$ cat src/rtl/bist_boot_seq.sv
// BIST-to-boot sequencer: launches N_CH BIST engines (together or one by one),
// captures each go/no-go result under an optional run timeout, then enables core fetch.
module bist_boot_seq #(
  parameter int N_CH          = 2,
  parameter int SETTLE_CYCLES = 4,
  parameter int CNT_W         = 16,
  parameter int SEQUENTIAL    = 0
) (
  input  logic             clk_i,
  input  logic             rst_i,
  input  logic             start_i,
  input  logic [CNT_W-1:0] timeout_i,
  output logic [N_CH-1:0]  ch_start_o,
  input  logic [N_CH-1:0]  ch_done_ni,
  input  logic [N_CH-1:0]  ch_pass_i,
  output logic             busy_o,
  output logic             done_o,
  output logic             pass_o,
  output logic             timeout_o,
  output logic [N_CH-1:0]  fail_mask_o,
  output logic [CNT_W-1:0] cycles_o,
  output logic             fetch_enable_o
);

  localparam int IDX_W = $clog2(N_CH + 1);
  localparam int SET_W = $clog2(SETTLE_CYCLES + 1);
  localparam logic [SET_W-1:0] SETTLE_LAST = SET_W'(SETTLE_CYCLES - 1);
  localparam logic [CNT_W-1:0] CNT_ONE     = CNT_W'(1);
  localparam logic [CNT_W-1:0] CNT_MAX     = {CNT_W{1'b1}};

  typedef enum logic [2:0] {
    ST_IDLE   = 3'd0,
    ST_SETTLE = 3'd1,
    ST_RUN    = 3'd2,
    ST_EVAL   = 3'd3,
    ST_BOOT   = 3'd4,
    ST_FAIL   = 3'd5
  } state_t;

  state_t           r_state, w_state;
  logic             r_start_low;
  logic [SET_W-1:0] r_settle_cnt, w_settle_cnt;
  logic [IDX_W-1:0] r_idx, w_idx;
  logic [N_CH-1:0]  r_done_mask, w_done_mask;
  logic [CNT_W-1:0] r_tmo, w_tmo;
  logic [N_CH-1:0]  r_ch_start, w_ch_start;
  logic             r_busy, w_busy;
  logic             r_done, w_done;
  logic             r_pass, w_pass;
  logic             r_timeout, w_timeout;
  logic [N_CH-1:0]  r_fail_mask, w_fail_mask;
  logic [CNT_W-1:0] r_cycles, w_cycles;
  logic             r_fetch_en, w_fetch_en;

  logic             w_accept;
  logic [N_CH-1:0]  w_cap;
  logic [N_CH-1:0]  w_cap_done;
  logic [N_CH-1:0]  w_cap_fail;
  logic             w_all_done;
  logic             w_tmo_hit;
  logic [CNT_W-1:0] w_cnt_inc;

  function automatic logic [N_CH-1:0] onehot(input logic [IDX_W-1:0] idx);
    logic [N_CH-1:0] v;
    for (int i = 0; i < N_CH; i++) begin
      v[i] = (IDX_W'(i) == idx);
    end
    return v;
  endfunction

  // r_start_low remembers "start_i was low last edge"; clear at reset so a level held from reset is not a request
  assign w_accept   = start_i & r_start_low;
  assign w_cap      = r_ch_start & ~ch_done_ni;
  assign w_cap_done = r_done_mask | w_cap;
  assign w_cap_fail = r_fail_mask | (w_cap & ~ch_pass_i);
  assign w_all_done = &w_cap_done;
  assign w_cnt_inc  = (r_cycles == CNT_MAX) ? r_cycles : (r_cycles + CNT_ONE);
  assign w_tmo_hit  = (r_tmo != {CNT_W{1'b0}}) && (r_cycles >= (r_tmo - CNT_ONE));

  // Next-state and next-output logic
  always_comb begin
    w_state      = r_state;
    w_settle_cnt = r_settle_cnt;
    w_idx        = r_idx;
    w_done_mask  = r_done_mask;
    w_tmo        = r_tmo;
    w_ch_start   = r_ch_start;
    w_timeout    = r_timeout;
    w_fail_mask  = r_fail_mask;
    w_cycles     = r_cycles;

    case (r_state)
      ST_IDLE, ST_FAIL: begin
        if (w_accept) begin
          w_state      = ST_SETTLE;
          w_settle_cnt = {SET_W{1'b0}};
          w_idx        = {IDX_W{1'b0}};
          w_done_mask  = {N_CH{1'b0}};
          w_tmo        = timeout_i;
          w_timeout    = 1'b0;
          w_fail_mask  = {N_CH{1'b0}};
          w_cycles     = {CNT_W{1'b0}};
        end else begin
          w_state = r_state;
        end
      end
      ST_SETTLE: begin
        if (r_settle_cnt == SETTLE_LAST) begin
          w_state  = ST_RUN;
          w_cycles = CNT_ONE;
          if (SEQUENTIAL != 0) begin
            w_ch_start = onehot({IDX_W{1'b0}});
          end else begin
            w_ch_start = {N_CH{1'b1}};
          end
        end else begin
          w_settle_cnt = r_settle_cnt + SET_W'(1);
        end
      end
      ST_RUN: begin
        w_cycles    = w_cnt_inc;
        w_done_mask = w_cap_done;
        w_fail_mask = w_cap_fail;
        if (|w_cap) begin
          w_idx = r_idx + IDX_W'(1);
        end else begin
          w_idx = r_idx;
        end
        // A capture on the timeout edge keeps its real result; only the rest are marked
        if (w_all_done) begin
          w_state    = ST_EVAL;
          w_ch_start = {N_CH{1'b0}};
        end else if (w_tmo_hit) begin
          w_state     = ST_EVAL;
          w_ch_start  = {N_CH{1'b0}};
          w_timeout   = 1'b1;
          w_fail_mask = w_cap_fail | ~w_cap_done;
        end else if (SEQUENTIAL != 0) begin
          w_ch_start = onehot(w_idx);
        end else begin
          w_ch_start = ~w_cap_done;
        end
      end
      ST_EVAL: begin
        if (r_fail_mask == {N_CH{1'b0}}) begin
          w_state = ST_BOOT;
        end else begin
          w_state = ST_FAIL;
        end
      end
      ST_BOOT: begin
        w_state = ST_BOOT;
      end
      default: begin
        w_state = ST_IDLE;
      end
    endcase

    w_busy     = (w_state == ST_SETTLE) || (w_state == ST_RUN) || (w_state == ST_EVAL);
    w_done     = (w_state == ST_BOOT) || (w_state == ST_FAIL);
    w_pass     = (w_state == ST_BOOT);
    w_fetch_en = (w_state == ST_BOOT);
  end

  // State and registered outputs
  always_ff @(posedge clk_i or posedge rst_i) begin
    if (rst_i) begin
      r_state      <= ST_IDLE;
      r_start_low  <= 1'b0;
      r_settle_cnt <= {SET_W{1'b0}};
      r_idx        <= {IDX_W{1'b0}};
      r_done_mask  <= {N_CH{1'b0}};
      r_tmo        <= {CNT_W{1'b0}};
      r_ch_start   <= {N_CH{1'b0}};
      r_busy       <= 1'b0;
      r_done       <= 1'b0;
      r_pass       <= 1'b0;
      r_timeout    <= 1'b0;
      r_fail_mask  <= {N_CH{1'b0}};
      r_cycles     <= {CNT_W{1'b0}};
      r_fetch_en   <= 1'b0;
    end else begin
      r_state      <= w_state;
      r_start_low  <= ~start_i;
      r_settle_cnt <= w_settle_cnt;
      r_idx        <= w_idx;
      r_done_mask  <= w_done_mask;
      r_tmo        <= w_tmo;
      r_ch_start   <= w_ch_start;
      r_busy       <= w_busy;
      r_done       <= w_done;
      r_pass       <= w_pass;
      r_timeout    <= w_timeout;
      r_fail_mask  <= w_fail_mask;
      r_cycles     <= w_cycles;
      r_fetch_en   <= w_fetch_en;
    end
  end

  assign ch_start_o     = r_ch_start;
  assign busy_o         = r_busy;
  assign done_o         = r_done;
  assign pass_o         = r_pass;
  assign timeout_o      = r_timeout;
  assign fail_mask_o    = r_fail_mask;
  assign cycles_o       = r_cycles;
  assign fetch_enable_o = r_fetch_en;

endmodule

$ cat config.mk
export PLATFORM = sky130hd
export DESIGN_NAME = bist_boot_seq
export DESIGN_NICKNAME = d
export VERILOG_FILES = /design/src/rtl/bist_boot_seq.sv
export SDC_FILE = /design/constraint.sdc
export NUM_CORES = 1
export LEC_CHECK = 0
export ABC_AREA = 0
export CORE_MARGIN = 3
export CORE_UTILIZATION = 29
export CTS_BUF_LIST = sky130_fd_sc_hd__clkbuf_2 sky130_fd_sc_hd__clkbuf_4 sky130_fd_sc_hd__clkbuf_8
export DETAILED_ROUTE_END_ITERATION = 8
export SLEW_MARGIN = 20
export SYNTH_ARGS = -nofsm -noshare
export SYNTH_HDL_FRONTEND = slang
export SYNTH_SLANG_ARGS = --single-unit
$ cat constraint.sdc
create_clock -name clk_i -period 4.75 [get_ports clk_i]
set_input_delay 0.95 -clock clk_i [delete_from_list [all_inputs] [get_ports clk_i]]
set_output_delay 0.95 -clock clk_i [all_outputs]
set_load 0.05 [all_outputs]
* Word level (Yosys, flattened, before mapping)
Cells that the tools add are included.
** Storage, ports and cells
- Register bits :: 49
- Input bits :: 23
- Word-level logic and storage cells :: 89
** Operators by class
- $add $sub $neg :: 3
- $lt $le $gt $ge :: 1
- Equal/unequal tests :: 18
- Multiplexer cells :: 26
- Bitwise logic cells :: 10
- Reductions and logical operators :: 19
** Operators by type and width (number)
- two-way mux 16 bit :: 3
- case mux 16 bit (3 select lines) :: 1
- two-way mux 3 bit :: 6
- adder 16 x 1 -> 16 bit, second input constant :: 1
- equality test 16 bit, second input constant :: 1
- greater-or-equal comparator 16 bit :: 1
- nonzero test 16 bit :: 1
- subtractor 16 x 1 -> 16 bit, second input constant :: 1
- equality test 3 x 2 -> 1 bit, second input constant :: 5
- case mux 3 bit (5 select lines) :: 1
- equality test 3 bit, second input constant :: 4
- two-way mux 2 bit :: 6
- != test 2 bit, second input constant :: 6
- case mux 2 bit (2 select lines) :: 3
- AND reduction 2 bit :: 4
- AND reduction 4 bit :: 2
- equality test 3 x 1 -> 1 bit, second input constant :: 2
- inverter 2 bit :: 3
- bitwise OR 2 bit :: 3
- case mux 3 bit (2 select lines) :: 1
- nonzero test 2 bit :: 3
- AND 2 bit :: 2
- two-way mux 1 bit :: 4
- adder 3 x 1 -> 3 bit, second input constant :: 1
- 10 further kinds :: 12

* Longest topological paths before layout
Gate-level depths: netlist of run 1.
- Depth after elaboration :: 9
- Mapped depth :: 11

* Worst setup path after synthesis of run 1
Ideal clock, no wire load.
- Path kind :: register -> register
- Start point :: register r_tmo[4]
- End point :: register r_fail_mask[1] (netlist: fail_mask_o[1])
- Library setup time :: 0.067 ns
- Arrival time :: 3.225 ns
- Path slack :: 1.458 ns
- Cell stages (with the launch flop) :: 12
- Path buffers :: 0
- Clock period less this slack :: 3.292 ns
- Path through :: dfrtp_1 nor4_1 and2_1 nand3_1 nor4_1 xnor2_1 ha_1 nand4_1 nor3_1 or4b_2 a41oi_1 a221o_1
** Between the ends
- Longest elaborated chain between the ends :: 6
- Elaborated cells on any way between the ends :: 7
- Those cells by class :: 1 x add/sub; 1 x order compare; 3 x mux; 2 x reduce/logical
** RTL lines
- from (decl) :: RTL line 45 : logic [CNT_W-1:0] r_tmo, w_tmo;
- from (signal assigned) :: RTL line 173 : r_tmo <= {CNT_W{1'b0}};
- from (signal assigned) :: RTL line 188 : r_tmo <= w_tmo;
- subtractor 16 x 1 -> 16 bit :: RTL line 78 : assign w_tmo_hit = (r_tmo != {CNT_W{1'b0}}) && (r_cycles >= (r_tmo - CNT_ONE));
- greater-or-equal comparator 16 bit :: RTL line 78
- logical AND 1 bit * :: RTL line 78
- two-way mux 2 bit * :: RTL line 133 : end else if (w_tmo_hit) begin
- two-way mux 2 bit * :: RTL line 130 : if (w_all_done) begin
- case mux 2 bit (2 select lines) * :: RTL line 92 : case (r_state)
- to (signal assigned) :: RTL line 179 : r_fail_mask <= {N_CH{1'b0}};
- to (signal assigned) :: RTL line 194 : r_fail_mask <= w_fail_mask;
- to (decl) :: RTL line 51 : logic [N_CH-1:0] r_fail_mask, w_fail_mask;
Mark *: on every way between the ends. The rest lies on a longest branch, timed or not.
A chain may end at the register's enable or synchronous reset.

* Worst setup path in the final report of run 1
Same ends and word-level chain as after synthesis.

==> reports/results.ini, run 1 <==
[synth]
synth.area.top_cells = dfrtp_1, ha_1, mux2_2, o21ai_0, nand2_1
synth_warnings = 0
synth_edf_count = 0
synth_largest_area_cell = dfrtp_1
syn_inst = 305
synth_top_area_share_pct = 41.6
async_reset_ff_share_pct = 100
ys_ff_latch = 49
synth_cell_types = 53
synthFlopType = dfrtp_1
avgSynthCellArea_sq_um = 9.67
yosysSeqAreaShare_pct = 41.6
syn_nets = 349
synth_area_sq_mm = 0.00295

[grt]
grt_pass1_vias = 2453
grt_usage_pct = 13.0
grt_pass1_wl_mm = 12.2
overflow = 0
grt_max_degree = 50
antenna_found_initial = 0

[worst_setup_path]
worstPathMaxFanout = 6
critPathLaunchType = flip-flop
crit_chain = nor4_1, and2_1, nand3_1, nor4_1, xnor2_1, ha_1, nand4_1, nor3_1, or4b_2, a41oi_1, a221o_1
critPathKind = flip-flop to flip-flop
required_ns = 5.00
critPathSlowestCell = or4b_2
crit_path_max_incr_delay_ns = 0.63
end_kind = flip-flop
arrival_ns = 4.02
cpMostUsedCell = nor4_1

[clocking]
clockRootBuffer = clkbuf_8
cts_resized = 0
clk_pin_slew_ns = 0.10
cts_setup_buffers = 0
hold_buffers = 0
numCtsBuffers = 5
cts_tree = yes
clock_sinks = 49
clk_latency_ns = 0.30
h-tree-depth = 2
clockBufferDepth = 2

[placement]
post_dp_cell_area_sq_mm = 0.00354
dpl_worst_slack_ns = 0.995
place.gp.congestion = 0.811
io_buffers = 47
place_hpwl_mm = 5.28

[sta]
slew_violations = 0
layout_setup_ws_ns = 0.980
setup_violations = 0
fmax_ghz = 0.265
slew_headroom_pct = 44.2
final-hold-violation-count = 0
rsz0062_at_grt = false
clock_skew_ns = 0.00687
post-route-min-period_ns = 3.77
finalSetupTns_ns = 0
fin_crit_sh_pct = 79.4
worst_slew_pin_slew_ns = 0.836

[power_and_ir_drop]
power.total_mw = 1.83
seqPwrFrac_pct = 38.0
p_sw_share_pct = 41.8
cellLeakagePower_nw = 1.44
clkPwrFrac_pct = 16.8
peakVddDrop_uv = 227
p_comb_share_pct = 45.1
power.switching_mw = 0.764
intPower_mw = 1.07
p_per_area_mw_per_mm2 = 500

[die]
rows = 36
core_sq_mm = 0.00982
fp.dieH_um = 107
die_w_um = 107
start_util_pct = 30.0
io_pins = 48
die-area_sq_mm = 0.0114

[min_path]
hold_class = flip-flop to flip-flop

[route]
vias = 2403
drtPass1Iterations = 4
wl_per_cell_um = 14.4
drt_iter0_markers = 87
wirelength_mm = 6.96
antenna_left = 0
drc_errors = 0
drt-vias-per-instance = 4.96

[finish]
design_area_sq_mm = 0.00366
layout.nets = 394
area_growth_pct = 24.2
antenna-diode-count = 0
multi_input_area_sq_mm = 0.00162
num-fill-cells = 1011
layout_common_cells = dfrtp_1, clkdlybuf4s50_1, nand2_1
layout-drive-gt1-share_pct = 10.5
final_common_cell = dfrtp_1
register_area_sq_mm = 0.00123

[outcome]
outcome = completed

[flow_run]
maxCapViolations = 0

[power by group through the flow]
stage / Sequential, mW / Combinational (mW) / Clock, mW
after floorplan: 0.745 / 0.562 / 0
after global placement: 0.699 / 0.812 / 0
after detailed placement: 0.707 / 0.830 / 0
after CTS: 0.698 / 0.835 / 0.317
after global routing: 0.726 / 0.928 / 0.336
final: 0.696 / 0.826 / 0.308
[cells in the mapped netlist, types with 5 or more instances]
cell,n
nor2_1,21
a21oi_1,11
nand2b_1,6
nand4_1,7
o31ai_1,5
dfrtp_1,49
or3_1,5
nor3_1,8
o211ai_1,5
clkbuf_1,6
inv_1,10
mux2_2,14
o21ai_0,22
nand3_1,12
xor2_1,5
ha_1,21
xnor2_1,11
nor4_1,6
nand2_1,26
[worst max-delay path: cells and delay by family (launching register included)]
family,cells,cell delay [ns]
fa+ha+maj,1,0.30
simple gates,7,2.12
flops,1,0.45
xor+xnor,1,0.12
compound gates,2,0.74
[layout make-up]
cell class	instances	area share, %
Inverter	10	1.06
Clock buffer	5	1.88
Clock inverter	3	1.26
Timing Repair Buffer	50	13.5
Tap cell	133	4.55
Sequential cell	49	33.5
Multi-Input combinational cell	234	44.3
[state kept, by name, summed over array words and instances, names as in the netlist]
| name | count |
|---|---|
| busy_o | 1 |
| ch_start_o | 2 |
| cycles_o | 16 |
| r_tmo | 16 |
| done_o | 1 |
| timeout_o | 1 |
| r_start_low | 1 |
| fail_mask_o | 2 |
| r_state | 3 |
| r_done_mask | 2 |
| fetch_enable_o | 1 |
| r_settle_cnt | 3 |
[kinds of logic after synthesis]
| logic type | count (synthesis) | synth area share [%] |
|---|---|---|
| compound gates | 70 | 15.6 |
| xor+xnor | 16 | 4.75 |
| fa+ha+maj | 21 | 8.91 |
| buf+inv | 22 | 3.61 |
| flops | 49 | 41.6 |
| mux | 14 | 5.35 |
| simple gates | 113 | 20.2 |
[metrics by stage]
stage | instances | util, % | hold slack, ns
global route | 484 | 37.3 | 0.540
floorplan | 305 | - | 0.450
detailed placement | 476 | 36.1 | 0.473
CTS | 484 | 37.3 | 0.496
finish | 484 | 37.3 | 0.490
global placement | 476 | 36.1 | 0.468
[per-layer routing]
layer | track usage [%] | vias to the layer above | share of wire, %
met1 | 17.6 | 1148 | 48
met4 | 3.74 | 0 | 1.1
met3 | 2.29 | 6 | 3.9
li1 | - | 1201 | -
met2 | 21.3 | 48 | 47
met5 | 0 | - | 0
[path summary, 6_finish.rpt]
check / start / end / slack, ns / depth (start not counted)
setup reg to reg: r_tmo[4]$_DFFE_PP0P_ / fail_mask_o[1]$_DFFE_PP0P_ / 0.98 / 11
min in group asynchronous: rst_i / r_tmo[1]$_DFFE_PP0P_ / 1.10 / 2
setup / recovery: r_tmo[4]$_DFFE_PP0P_ / fail_mask_o[1]$_DFFE_PP0P_ / 0.98 / 11
hold reg to reg: r_settle_cnt[2]$_DFFE_PP0P_ / r_settle_cnt[2]$_DFFE_PP0P_ / 0.49 / 2
max in group asynchronous: rst_i / cycles_o[12]$_DFFE_PP0P_ / 3.15 / 2
hold / removal: r_settle_cnt[2]$_DFFE_PP0P_ / r_settle_cnt[2]$_DFFE_PP0P_ / 0.49 / 2
Note: power is estimated with default switching activity, not from simulation.
==> inputs of run 2 (changes only) <==
clock period = 3.17 ns   (was 4.75 ns; I/O delays follow)
==> reports/results.ini, run 2 (synthesis results as in run 1) <==
[outcome]
outcome = completed

[finish]
antenna-diode-count = 0  ; unchanged
num-fill-cells = 1056  ; +4.5%
finish.utilization_pct = 39.4  ; +2.2 points
layout-drive-gt1-share_pct = 18.1  ; +7.5 points
stdcell_count = 509  ; +5.2%
layout.nets = 419  ; +6.3%
final_common_cell = dfrtp_1
design_area_sq_mm = 0.00387  ; +5.8%
area_growth_pct = 31.3
layout_common_cells = dfrtp_1, clkdlybuf4s50_1, buf_4

[route]
vias = 2471  ; +2.8%
drc_errors = 0  ; unchanged
antenna_left = 0  ; unchanged
drtPass1Iterations = 4  ; unchanged
wirelength_mm = 7.01  ; +0.69%
drt_iter0_markers = 51  ; -41%
wl_per_cell_um = 13.8  ; -4.3%
drt-vias-per-instance = 4.85  ; -2.2%

[placement]
place.gp.congestion = 0.879  ; +8.4%
post_dp_cell_area_sq_mm = 0.00374  ; +5.7%
dp.cells = 501  ; +5.3%
place_hpwl_mm = 5.53  ; +4.7%
io_buffers = 47  ; unchanged
dpl_worst_slack_ns = -0.106  ; -1.10 ns

[worst_setup_path]
cp_top_family = simple AND/OR/NAND/NOR gates
crit_path_max_incr_delay_ns = 0.55  ; -0.08 ns
worstPathMaxFanout = 5  ; -1
critPathSlowestCell = or4_1
cpMostUsedCell = nor3_2
critPathKind = flip-flop to flip-flop
r2r_end = fail_mask_o[1]$_DFFE_PP0P_
arrival_ns = 3.25  ; -0.77 ns
rr_worst_depth = 11  ; unchanged
r2r-start = r_tmo[0]$_DFFE_PP0P_
critPathLaunchType = flip-flop
worst-path-buf-inv = 1  ; +1
crit_chain = or4_1, inv_2, nand2_1, nor3_2, xnor2_1, ha_1, nand4_1, nor3_2, or4b_4, a41oi_4, a221o_1
end_kind = flip-flop
required_ns = 3.43  ; -1.57 ns
r2r_slack_ns = 0.19  ; -0.79 ns

[grt]
grt_pass1_vias = 2469  ; +0.65%
use_met2_pct = 20.5  ; -0.85 points
overflow = 0  ; unchanged
grt_usage_pct = 12.7  ; -0.27 points
grt_max_degree = 21  ; -58%
met1_usage_pct = 17.6  ; -0.080 points
grtUsageMet3_pct = 2.95  ; +0.66 points
grt_pass1_wl_mm = 11.9  ; -1.9%
antenna_found_initial = 0  ; unchanged
grt.busiest_layer = met2

[clocking]
clockBufferDepth = 2  ; unchanged
h-tree-depth = 2  ; unchanged
clk_latency_ns = 0.32  ; +0.02 ns
cts_tree = yes
clk_pin_slew_ns = 0.11  ; about the same
numCtsBuffers = 5  ; unchanged
clock_sinks = 49  ; unchanged
clockRootBuffer = clkbuf_8
hold_buffers = 0  ; unchanged

[die]
die_w_um = 107  ; unchanged
fp.dieH_um = 107  ; unchanged
rows = 36  ; unchanged
die-area_sq_mm = 0.0114  ; unchanged
io_pins = 48  ; unchanged
core_sq_mm = 0.00982  ; unchanged
start_util_pct = 30.0  ; unchanged

[power_and_ir_drop]
p_per_area_mw_per_mm2 = 741  ; +48%
seqPwrFrac_pct = 34.0  ; -4.0 points
power.total_mw = 2.87  ; +57%
peakVddDrop_uv = 308  ; +36%
p_sw_share_pct = 41.8  ; about the same
power.switching_mw = 1.20  ; +57%
p_comb_share_pct = 52.2  ; +7.1 points
clkPwrFrac_pct = 13.8  ; -3.0 points
intPower_mw = 1.67  ; +57%
cellLeakagePower_nw = 1.55  ; +7.7%

[sta]
clock_skew_ns = 0.0172  ; +0.0103 ns
worst_slew_pin_slew_ns = 0.540  ; -0.296 ns
finalSetupTns_ns = 0  ; unchanged
holdWs_ns = 0.508  ; +0.0183 ns
fmax_ghz = 0.335  ; +26%
slew_violations = 0  ; unchanged
setup_violations = 0  ; unchanged
rsz0062_at_grt = false
slew_headroom_pct = 64.0  ; +20 points
post-route-min-period_ns = 2.98  ; -0.788 ns
fin_crit_sh_pct = 94.1  ; +15 points
final-hold-violation-count = 0  ; unchanged
layout_setup_ws_ns = 0.188  ; -0.792 ns

[min_path]
hp-start = r_settle_cnt[2]$_DFFE_PP0P_
whs_path_depth = 2  ; unchanged
hold_class = flip-flop to flip-flop
worstHoldEndpoint = r_settle_cnt[2]$_DFFE_PP0P_

[flow_run]
maxCapViolations = 0  ; unchanged

-- run 2: changes by cell type in the layout (fill, tap and decap cells not counted), sizes merged --
cell	delta
clkinvlp	+1
clkinv	-2
bufinv	-1
inv	+2
buf	+25
-- run 2: layout make-up --
class	count	area [sq um]	share of cell area, %
Clock buffer	5	68.8	1.78
Clock inverter	3	26.3	0.679
Inverter	10	37.5	0.970
Multi-Input combinational cell	234	1670	43.0
Sequential cell	49	1230	31.7
Tap cell	133	166	4.30
Timing Repair Buffer	75	681	17.6
-- run 2: what timing repair did --
action,CTS,global route
resized for setup,2,4
cloned,0,0
pin swaps,1,1
setup endpoints to repair,5,6
setup buffers,0,0
-- run 2: power groups by stage --
stage | clock [mW] | sequential, mW | combinational, mW
after floorplan | 0 | 1.12 | 0.845
after global routing | 0.430 | 1.01 | 1.67
after CTS | 0.414 | 0.977 | 1.50
after global placement | 0 | 0.978 | 1.46
final | 0.395 | 0.976 | 1.50
after detailed placement | 0 | 0.991 | 1.49
-- run 2: worst max-delay path by stage --
stage               cells past startpoint                         end            startpoint  slack (ns)
finish                                 11  fail_mask_o[1]$_DFFE_PP0P_  r_tmo[0]$_DFFE_PP0P_        0.19
global placement                       11  fail_mask_o[1]$_DFFE_PP0P_  r_tmo[0]$_DFFE_PP0P_       -0.05
floorplan                              11  fail_mask_o[1]$_DFFE_PP0P_  r_tmo[4]$_DFFE_PP0P_        0.07
detailed placement                     11  fail_mask_o[1]$_DFFE_PP0P_  r_tmo[0]$_DFFE_PP0P_       -0.11
CTS                                    11  fail_mask_o[1]$_DFFE_PP0P_  r_tmo[0]$_DFFE_PP0P_       0.004
global route                           11  fail_mask_o[1]$_DFFE_PP0P_  r_tmo[0]$_DFFE_PP0P_        0.02
-- run 2: layer usage --
layer,share of wire (%),vias up,routed length (um)
met4,0.88,0,62
met5,0,-,0
met3,3.9,6,271
li1,-,1253,-
met2,47,40,3270
met1,49,1172,3410
-- run 2: worst register-to-register path, stage by stage, from the launching register on --
cell	delay [ns]
dfrtp_1	0.38
or4_1	0.55
inv_2	0.09
nand2_1	0.09
nor3_2	0.13
xnor2_1	0.09
ha_1	0.30
nand4_1	0.13
nor3_2	0.22
or4b_4	0.51
a41oi_4	0.28
a221o_1	0.18
==> inputs of run 3 (changes only) <==
CORE_UTILIZATION = 50   (was 29)
PLACE_DENSITY = 0.78   (was not set)
SETUP_SLACK_MARGIN = 0.4   (was not set)
==> reports/results.ini, run 3 (synthesis results as in run 1) <==
[outcome]
outcome = finished with violations
violations = negative setup slack

[grt]
grt_max_degree = 50  ; +140%
overflow = 0  ; unchanged
antenna_found_initial = 0  ; unchanged
grt_pass1_vias = 2545  ; +3.1%
grt_usage_pct = 23.3  ; +11 points
grt_pass1_wl_mm = 12.1  ; +1.9%

[power_and_ir_drop]
peakVddDrop_uv = 455  ; +48%
cellLeakagePower_nw = 1.57  ; +1.5%
p_per_area_mw_per_mm2 = 784  ; +5.8%

[finish]
layout.nets = 414  ; -1.2%
num-fill-cells = 440  ; -58%
antenna-diode-count = 0  ; unchanged
design_area_sq_mm = 0.00390  ; +0.65%
layout-drive-gt1-share_pct = 20.5  ; +2.4 points
area_growth_pct = 32.2
layout_common_cells = dfrtp_1, clkdlybuf4s50_1, nand2_1

[sta]
slew_violations = 0  ; unchanged
layout_setup_ws_ns = -0.00645  ; -0.195 ns
fmax_ghz = 0.315  ; -6.1%
clock_skew_ns = 0.00614  ; -0.0110 ns
worst_slew_pin_slew_ns = 0.536  ; -0.00421 ns
post-route-min-period_ns = 3.18  ; +0.195 ns
fin_crit_sh_pct = 100  ; +6.1 points
slew_headroom_pct = 64.3  ; +0.28 points
finalSetupTns_ns = -0.00645  ; -0.00645 ns
final-hold-violation-count = 0  ; unchanged
rsz0062_at_grt = true
setup_violations = 1  ; +1

[worst_setup_path]
end_kind = flip-flop
critPathKind = flip-flop to flip-flop
worstPathMaxFanout = 5  ; unchanged
crit_chain = or4_4, inv_4, buf_6, nand3_2, xor2_1, ha_1, nand4_1, nor3_2, or4b_4, a41oi_4, a221o_1
cp_top_family = simple AND/OR/NAND/NOR gates
critPathLaunchType = flip-flop
worst-path-buf-inv = 2  ; +1
critPathSlowestCell = or4_4
required_ns = 3.41  ; -0.02 ns
arrival_ns = 3.41  ; +0.16 ns
crit_path_max_incr_delay_ns = 0.56  ; about the same

[route]
wl_per_cell_um = 17.0  ; +23%
vias = 2611  ; +5.7%
drtPass1Iterations = 4  ; unchanged
drt_iter0_markers = 166  ; +230%
drc_errors = 0  ; unchanged
drt-vias-per-instance = 5.89  ; +21%
wirelength_mm = 7.52  ; +7.3%
antenna_left = 0  ; unchanged

[clocking]
clock_sinks = 49  ; unchanged
numCtsBuffers = 5  ; unchanged
clk_pin_slew_ns = 0.09  ; -0.02 ns
cts_tree = yes
clockRootBuffer = clkbuf_8
clockBufferDepth = 2  ; unchanged
clk_latency_ns = 0.30  ; -0.02 ns
h-tree-depth = 2  ; unchanged

[flow_run]
maxCapViolations = 0  ; unchanged

[placement]
io_buffers = 47  ; unchanged
place.gp.congestion = 0.832  ; -5.4%
place_hpwl_mm = 5.06  ; -8.6%
post_dp_cell_area_sq_mm = 0.00358  ; -4.5%

[die]
die_w_um = 82.8  ; -23%
io_pins = 48  ; unchanged
die-area_sq_mm = 0.00685  ; -40%
fp.dieH_um = 82.8  ; -23%
rows = 27  ; -25%
core_sq_mm = 0.00561  ; -43%
start_util_pct = 52.6  ; +23 points

[min_path]
hold_class = flip-flop to flip-flop

[run 3: final cells by class]
type	instances	area, sq um	area share (%)
Multi-Input combinational cell	234	1750	44.8
Clock buffer	6	82.6	2.12
Inverter	10	40.0	1.03
Timing Repair Buffer	70	672	17.2
Sequential cell	49	1230	31.5
Clock inverter	2	37.5	0.963
Tap cell	72	90.1	2.31
[run 3: path summary, 6_finish.rpt]
path                                                     to  cells after the start  slack (ns)                         from
worst max register to register   fail_mask_o[1]$_DFFE_PP0P_                     11      -0.006         r_tmo[2]$_DFFE_PP0P_
worst min register to register  r_settle_cnt[0]$_DFFE_PP0P_                      1        0.50  r_settle_cnt[0]$_DFFE_PP0P_
worst max-delay path             fail_mask_o[1]$_DFFE_PP0P_                     11      -0.006         r_tmo[2]$_DFFE_PP0P_
min in group asynchronous        r_done_mask[1]$_DFFE_PP0P_                      3        0.67                        rst_i
worst min-delay path            r_settle_cnt[0]$_DFFE_PP0P_                      1        0.50  r_settle_cnt[0]$_DFFE_PP0P_
max in group asynchronous              r_tmo[5]$_DFFE_PP0P_                      3        2.24                        rst_i
[run 3: worst register-to-register path, stage by stage (launching register included)]
cell and delay, ns:
dfrtp_1 0.40, or4_4 0.56, inv_4 0.09, buf_6 0.10, nand3_2 0.06, xor2_1 0.19
ha_1 0.31, nand4_1 0.16, nor3_2 0.28, or4b_4 0.53, a41oi_4 0.23, a221o_1 0.21
[run 3: per-layer routing]
layer	GRT usage [%]	share of wire [%]
met5	0	0
met4	8.17	3.5
met3	3.78	3.5
met2	40.5	51
met1	29.2	42
[run 3: timing repair]
action,4_1_cts,5_1_grt
gates resized for setup,12,6
pin swaps,16,11
endpoints found under the hold margin,0,0
hold buffers,0,0
buffers inserted,12,3
endpoints found under the setup margin,6,6
[run 3: through the flow]
step           hold WS (ns)  power (mW)  setup WS (ns)  util, %  std cells
6_report              0.504        3.05       -0.00645     69.5        443
5_1_grt               0.559        3.26         -0.124     69.5        443
4_1_cts               0.502        2.96          0.133     68.4        440
3_5_place_dp          0.480        2.36          0.144     63.8        420
3_3_place_gp          0.464        2.30          0.289     63.8        420
2_1_floorplan         0.450        2.00          0.407        -        305
[run 3: power by group]
group | internal (mW) | switching [mW]
clock | 0.257 | 0.204
sequential | 0.814 | 0.262
combinational | 0.689 | 0.828
